$ cat src/rtl/ps2_host_tx.sv
// PS/2 host-to-device command transmitter (inhibit, request-to-send, 11-clock frame, ack).
// Latency: CLK_INHIBIT + START_HOLD cycles before device clocking; each line bit is updated 1 cycle after the synchronized falling edge.
// Backpressure: tx_start is accepted only in IDLE outside the done cycle; requests while busy are dropped.
//
// Ports:
//   clk, reset              : system clock, asynchronous active-high reset
//   tx_start, tx_data[7:0]  : one-cycle send request and command byte
//   ps2_clk_in, ps2_data_in : sensed PS/2 lines (asynchronous to clk)
//   ps2_clk_oe, ps2_data_oe : open-drain pull-low enables for the PS/2 lines
//   busy, done, err         : transfer in progress, end-of-transfer pulse, failure flag (valid with done)

module ps2_host_tx #(
  parameter int CLK_INHIBIT = 10000,
  parameter int START_HOLD  = 200,
  parameter int TIMEOUT     = 2000000
) (
  input  logic       clk,
  input  logic       reset,
  input  logic       tx_start,
  input  logic [7:0] tx_data,
  input  logic       ps2_clk_in,
  input  logic       ps2_data_in,
  output logic       ps2_clk_oe,
  output logic       ps2_data_oe,
  output logic       busy,
  output logic       done,
  output logic       err
);

  localparam int PH_MAX = (CLK_INHIBIT > START_HOLD) ? CLK_INHIBIT : START_HOLD;
  localparam int PH_W   = $clog2(PH_MAX + 1);
  localparam int TO_W   = $clog2(TIMEOUT + 1);

  typedef enum logic [2:0] {
    IDLE,
    INHIBIT,
    REQ,
    BITS,
    ACK,
    WAIT_IDLE
  } state_t;

  state_t            state_q, state_d;
  logic [PH_W-1:0]   phase_cnt_q, phase_cnt_d;
  logic [TO_W-1:0]   tmo_q, tmo_d;
  logic [3:0]        bit_cnt_q, bit_cnt_d;
  logic [7:0]        byte_q, byte_d;
  logic              parity_q, parity_d;
  logic              clk_oe_q, clk_oe_d;
  logic              data_oe_q, data_oe_d;
  logic              done_q, done_d;
  logic              err_q, err_d;
  logic              ack_err_q, ack_err_d;
  logic              clk_meta_q, clk_meta_d;
  logic              clk_sync_q, clk_sync_d;
  logic              clk_prev_q, clk_prev_d;
  logic              dat_meta_q, dat_meta_d;
  logic              dat_sync_q, dat_sync_d;
  logic              fell;

  // Device clock edge as seen after the two-flop synchronizer.
  assign fell = clk_prev_q & ~clk_sync_q;

  always_comb begin
    state_d     = state_q;
    phase_cnt_d = phase_cnt_q;
    tmo_d       = tmo_q;
    bit_cnt_d   = bit_cnt_q;
    byte_d      = byte_q;
    parity_d    = parity_q;
    clk_oe_d    = clk_oe_q;
    data_oe_d   = data_oe_q;
    done_d      = 1'b0;
    err_d       = err_q;
    ack_err_d   = ack_err_q;
    clk_meta_d  = ps2_clk_in;
    clk_sync_d  = clk_meta_q;
    clk_prev_d  = clk_sync_q;
    dat_meta_d  = ps2_data_in;
    dat_sync_d  = dat_meta_q;

    case (state_q)
      IDLE: begin
        clk_oe_d    = 1'b0;
        data_oe_d   = 1'b0;
        phase_cnt_d = '0;
        tmo_d       = '0;
        bit_cnt_d   = '0;
        // done_q blocks acceptance so a finished transfer and a new start never share a cycle.
        if (tx_start && !done_q) begin
          byte_d   = tx_data;
          parity_d = ~^tx_data;
          err_d    = 1'b0;
          clk_oe_d = 1'b1;
          state_d  = INHIBIT;
        end
      end

      INHIBIT: begin
        if (phase_cnt_q == PH_W'(CLK_INHIBIT - 1)) begin
          phase_cnt_d = '0;
          data_oe_d   = 1'b1;          // start bit
          state_d     = REQ;
        end else begin
          phase_cnt_d = phase_cnt_q + 1'b1;
        end
      end

      REQ: begin
        if (phase_cnt_q == PH_W'(START_HOLD - 1)) begin
          phase_cnt_d = '0;
          clk_oe_d    = 1'b0;          // hand the clock to the device, start bit stays low
          bit_cnt_d   = '0;
          tmo_d       = '0;
          state_d     = BITS;
        end else begin
          phase_cnt_d = phase_cnt_q + 1'b1;
        end
      end

      BITS: begin
        if (fell) begin
          bit_cnt_d = bit_cnt_q + 4'd1;
          if (bit_cnt_q < 4'd8) begin
            data_oe_d = ~byte_q[bit_cnt_q[2:0]];
          end else if (bit_cnt_q == 4'd8) begin
            data_oe_d = ~parity_q;
          end else begin
            data_oe_d = 1'b0;          // stop bit: release data
            state_d   = ACK;
          end
        end
      end

      ACK: begin
        if (fell) begin
          bit_cnt_d = 4'd11;
          ack_err_d = dat_sync_q;      // device pulls data low to acknowledge
          state_d   = WAIT_IDLE;
        end
      end

      WAIT_IDLE: begin
        if (clk_sync_q && dat_sync_q) begin
          done_d  = 1'b1;
          err_d   = ack_err_q;
          state_d = IDLE;
        end
      end

      default: begin
        state_d = IDLE;
      end
    endcase

    // Device-paced states: abort if the device stops clocking for TIMEOUT cycles.
    if (state_q == BITS || state_q == ACK || state_q == WAIT_IDLE) begin
      if (fell) begin
        tmo_d = '0;
      end else if (tmo_q == TO_W'(TIMEOUT - 1)) begin
        tmo_d     = '0;
        clk_oe_d  = 1'b0;
        data_oe_d = 1'b0;
        done_d    = 1'b1;
        err_d     = 1'b1;
        state_d   = IDLE;
      end else begin
        tmo_d = tmo_q + 1'b1;
      end
    end
  end

  always_ff @(posedge clk or posedge reset) begin
    if (reset) begin
      state_q     <= IDLE;
      phase_cnt_q <= '0;
      tmo_q       <= '0;
      bit_cnt_q   <= '0;
      byte_q      <= '0;
      parity_q    <= 1'b0;
      clk_oe_q    <= 1'b0;
      data_oe_q   <= 1'b0;
      done_q      <= 1'b0;
      err_q       <= 1'b0;
      ack_err_q   <= 1'b0;
      clk_meta_q  <= 1'b1;
      clk_sync_q  <= 1'b1;
      clk_prev_q  <= 1'b1;
      dat_meta_q  <= 1'b1;
      dat_sync_q  <= 1'b1;
    end else begin
      state_q     <= state_d;
      phase_cnt_q <= phase_cnt_d;
      tmo_q       <= tmo_d;
      bit_cnt_q   <= bit_cnt_d;
      byte_q      <= byte_d;
      parity_q    <= parity_d;
      clk_oe_q    <= clk_oe_d;
      data_oe_q   <= data_oe_d;
      done_q      <= done_d;
      err_q       <= err_d;
      ack_err_q   <= ack_err_d;
      clk_meta_q  <= clk_meta_d;
      clk_sync_q  <= clk_sync_d;
      clk_prev_q  <= clk_prev_d;
      dat_meta_q  <= dat_meta_d;
      dat_sync_q  <= dat_sync_d;
    end
  end

  assign ps2_clk_oe  = clk_oe_q;
  assign ps2_data_oe = data_oe_q;
  assign busy        = (state_q != IDLE);
  assign done        = done_q;
  assign err         = err_q;

endmodule

$ cat config.mk
export PLATFORM = sky130hd
export DESIGN_NAME = ps2_host_tx
export DESIGN_NICKNAME = d
export VERILOG_FILES = /design/src/rtl/ps2_host_tx.sv
export SDC_FILE = /design/constraint.sdc
export NUM_CORES = 1
export LEC_CHECK = 0
export CELL_PAD_IN_SITES_DETAIL_PLACEMENT = 1
export CELL_PAD_IN_SITES_GLOBAL_PLACEMENT = 1
export CORE_ASPECT_RATIO = 0.5
export CORE_UTILIZATION = 52
export CTS_BUF_LIST = sky130_fd_sc_hd__clkbuf_8
export DETAILED_ROUTE_END_ITERATION = 7
export DONT_BUFFER_PORTS = 1
export PLACE_DENSITY_LB_ADDON = 0.15
export SYNTH_ARGS = -nofsm -noshare
export SYNTH_HDL_FRONTEND = slang
export SYNTH_SLANG_ARGS = --single-unit
$ cat constraint.sdc
create_clock -name clk -period 2.85 [get_ports clk]
set_input_delay 0.285 -clock clk [delete_from_list [all_inputs] [get_ports clk]]
set_output_delay 0.285 -clock clk [all_outputs]
set_load 0.02 [all_outputs]
== Word level (Yosys, flattened, before mapping) ==
Index checks and enable logic that the tools add are counted.

* Output and inout port bits: 5
* Flip-flop bits (word level): 61
* Input port bits: 13

* Mux-type cells: 51
* Bitwise logic cells: 4
* Add/subtract/negate cells: 3
* Reductions and logical operators: 15
* Eq/ne operators: 13
* $lt $le $gt $ge: 2

{| class="wikitable"
|+ Operators with widths
! operator !! number
|-
| $mux W21 || 4
|-
| $pmux W14 S3 || 1
|-
| $pmux W21 S2 || 1
|-
| $mux W3 || 11
|-
| $mux W14 || 2
|-
| $mux W1 || 23
|-
| $add A21 B1 Y21 const B || 1
|-
| $eq A21 B21 Y1 const B || 1
|-
| $pmux W3 S6 || 1
|-
| $pmux W4 S4 || 1
|-
| $add A14 B1 Y14 const B || 1
|-
| $eq A14 B14 Y1 const B || 1
|-
| $eq A14 B8 Y1 const B || 1
|-
| $mux W4 || 3
|-
| $reduce_bool A3 Y1 || 3
|-
| $reduce_xnor A8 Y1 || 1
|-
| $eq A3 B2 Y1 const B || 2
|-
| $eq A3 B3 Y1 const B || 2
|-
| $ne A2 B2 Y1 const B || 3
|-
| $reduce_and A2 Y1 || 3
|-
| $add A4 B1 Y4 const B || 1
|-
| $eq A4 B4 Y1 const B || 1
|-
| $lt A3 B4 Y1 const B || 1
|-
| $lt A4 B4 Y1 const B || 1
|-
| other kinds (13) || 18
|}

== Longest topological paths before layout ==
* Depth in word-level cells: 9
* Gate-level depth with buffers: 7

== Least setup slack after synthesis ==
OpenSTA, ideal clock, no wires.

* Path kind: register to register
* Start: reg phase_cnt_q[0]
* End: reg tmo_q[17]
* Data arrival time: 2,136 ps
* Library setup time: 78 ps
* Cell stages (with the launch flop): 8
* Slack: 636 ps
* Data required time: 2,772 ps
* Path through: dfrtp_1 ha_1 and4bb_1 a41oi_2 or3_1 buf_2 or4_1 a21oi_1

* Longest elaborated chain between the ends: 3

{| class="wikitable"
|+ RTL lines
! element !! line !! text
|-
| start: declaration || 44 || <nowiki>logic [PH_W-1:0] phase_cnt_q, phase_cnt_d;</nowiki>
|-
| start signal: assignment || 193 || <nowiki>phase_cnt_q <= phase_cnt_d;</nowiki>
|-
| $eq A14 B8 Y1 || 110 || <nowiki>if (phase_cnt_q == PH_W'(START_HOLD - 1)) begin</nowiki>
|-
| $ne A3 B3 Y1 (no source line) || -- ||
|-
| $reduce_and A2 Y1 (no source line) || -- ||
|-
| end signal: assignment || 194 || <nowiki>tmo_q <= tmo_d;</nowiki>
|-
| end: declaration || 45 || <nowiki>logic [TO_W-1:0] tmo_q, tmo_d;</nowiki>
|}

Every way passes these cells.
A chain may end at the register's enable or synchronous reset.

== Final worst setup path ==
* Start: reg phase_cnt_q[0]
* End: reg tmo_q[19]

The elaborated chain is that of the path after synthesis.

==> metrics.csv <==
metric;value;unit
tightestPinTransition;0.783;ns
final_common_cell;dfrtp_1;
cts_inserted_buffers;9;
antenna_found_initial;0;
cp.depth;6;
p_leak;1.51;nW
ys_ff_latch;61;
power.density;504;nW/um2
rrSetupSlack;0.38;ns
worst_path_largest_cell_delay;0.54;ns
r2r_cells;6;
async_reset_ff_frac;1.00;
final_cell_mix;dfrtp_1, nand2_1, a21oi_1, o21ai_0;
post-route-util;0.594;
wl_per_cell;18.3;um
ys_top_cells_by_area;dfrtp_1, dfstp_2, a21oi_1;
ff_latch_area;1530;um2
grt_pass1_wl;13400;um
drv_cap;0;
rsz0062_at_grt;no;
crit_slowest_cell;or3_1;
hold_viol;0;
synth_edf_count;0;
critPathLaunchType;flip-flop;
switching_share;0.214;
dieArea;6730;um2
power_frac_comb;0.029;
drtIter0Drc;132;
nFillCells;708;
antenna_left;0;
num_rows;20;
crit_family;simple AND/OR/NAND/NOR gates;
grtUsageTotal;0.268;
p_clk_frac;0.485;
setup_tns;0;ns
post-place-ws;0.387;ns
fin_crit_sh;0.868;
firstDrtPassIters;4;
path_buf_inv;0;
cp_max_fo;7;
outcome;complete, no violations;
cts_sinks;61;
drc;0;
io_buffers;0;
clock_skew;0.00940;ns
p_seq_frac;0.486;
endpoint;tmo_q[19];
nets;358;
grt_max_degree;62;
hp-class;in2async;
setup_viol;0;
postSynthCellCount;339;
setup_ws;0.376;ns
fmax;404;MHz
clkLatencyLatePin;0.36;ns
synth_area_per_cell;9.79;um2
h-tree-depth;3;
timing.critical_path.from;phase_cnt_q[0];
first_global_vias;2656;
slew_headroom;0.478;
vias_per_cell;6.04;
area_growth;9.31;%
crit_arrival;2.75;ns
die_y;58.5;um
yosysSeqAreaShare;0.462;
cts_tree;done;
io_pins;18;
vias;2623;
dpl.hpwl;5560;um
synthDistinctLibCells;60;
internal_power;1.44;mW
endpoint_kind;flip-flop;
die_w;115;um
n_antenna_cell;0;
rr_endpoint;tmo_q[19];
cts.clk_slew.worst_paths;0.07;ns
postCtsSetupBuffers;0;
layout-drive-gt1-share;0.124;
core;6110;um2
r2r-start;phase_cnt_q[0];
maxSlewViolCount;0;
grt-ovfl-total;0;
netlist.area_leader.share;0.422;
required;3.12;ns
cts-root-buf;clkbuf_8;
cp_cell_sequence;ha_1, and4bb_1, a41oi_2, or3_1, or4_1, a21oi_1;
drt_wl_total;7960;um
peakVddDrop;0.213;mV
multi_input_area;1690;um2
gp_congestion;0.848;
synth_area;3320;um2
synth_top_area_cell;dfrtp_1;
min_period;2.47;ns
yosys_warnings;0;
switchingPower;391;uW
synthFlopType;dfrtp_1;
synth_nets;356;
start_util;0.544;
worst-setup-path-type;reg2reg;
cts_buffer_depth;2;
flip-flops by register name (all words and copies together), names as in the netlist:
register and flops:
clk_meta_q 1, err 1, phase_cnt_q 14, bit_cnt_q 4, dat_sync_q 1, ps2_data_oe 1
dat_meta_q 1, done 1, byte_q 8, ack_err_q 1, tmo_q 21, clk_prev_d 1
parity_q 1, clk_prev_q 1, state_q 3, ps2_clk_oe 1
how the worst min path moves through the flow:
stage	from	end	cells after the start
global placement	ps2_clk_in	clk_meta_q	0
global route	tx_data[7]	byte_q[7]	1
finish	reset	tmo_q[6]	2
detailed placement	ps2_data_in	dat_meta_q	0
CTS	reset	tmo_q[0]	2
floorplan	ps2_clk_in	clk_meta_q	0
metrics by stage:
stage	hold WS (ns)	cell area (um2)	power, mW	cells
5_1_grt	0.0615	3630	1.89	434
3_5_place_dp	0.290	3380	0.958	416
6_report	0.0417	3630	1.83	434
4_1_cts	0.0552	3630	1.85	434
2_1_floorplan	0.289	3320	0.943	339
3_3_place_gp	0.290	3380	0.954	416
layer usage:
metal  up-vias  part of all wire  track usage
li1       1262                 -            -
met1      1324              0.51        0.365
met2        28              0.44        0.411
met3         9             0.033       0.0844
met4         0             0.011       0.0816
met5         -                 0            0
synth_stat cells, types with 2 or more instances:
master    instances
xnor2_1          12
o211ai_1          2
and2_1            3
nor3b_1           2
mux4_2            2
a21boi_0          2
nand2b_1          7
nand4_1           9
a21o_1            6
nor2b_1           4
nand2_1          26
mux2_2           10
nand3_1          17
or3_1             7
nand3b_1          2
o21ai_1           5
or3b_1            2
a211oi_1          3
xor2_1            6
buf_2             4
dfstp_2           5
a21oi_1          26
inv_1             9
o21ai_0          22
a22o_1            3
o31ai_1           3
nor2_1           17
nor3_1            3
a31oi_1           9
ha_1              4
or4_1             5
dfrtp_1          56
nor4_1            7
or4b_1            2
clkbuf_1          7
and3_1            6
area by class of cell:
type / count / share of cell area
inverters: 10 / 0.0103
flip-flops and latches: 61 / 0.422
multi-input cells: 255 / 0.465
well taps: 88 / 0.0303
repair buffers: 4 / 0.00966
clock inverters: 5 / 0.0203
clock buffers: 11 / 0.0417
cells by family after synthesis:
family	count (synthesis)	synth area share
and+or+nand+nor	128	0.220
AOI/OAI and AO/OA	92	0.175
DFF	61	0.462
buffers and inverters	23	0.0298
xor gates and xnor gates	18	0.0475
muxes	13	0.0505
adders and majority gates	4	0.0151
power by group through the flow:
stage	clock network (mW)	registers, mW	logic, mW
after floorplan	0	0.902	0.0414
after global placement	0	0.903	0.0513
after detailed placement	0	0.905	0.0531
after CTS	0.902	0.889	0.0556
after global routing	0.937	0.890	0.0629
final	0.887	0.889	0.0540
repair_timing:
action / in CTS / in global routing
gates resized for setup: 0 / 0
hold endpoints to repair: 2 / 0
hold buffers: 2 / 0
worst register-to-register path, cell delays in order (launching register included):
cell and delay, ns:
dfrtp_1 0.39, ha_1 0.24, and4bb_1 0.28, a41oi_2 0.25, or3_1 0.54, or4_1 0.53, a21oi_1 0.17
(Power assumes the default switching activity.)
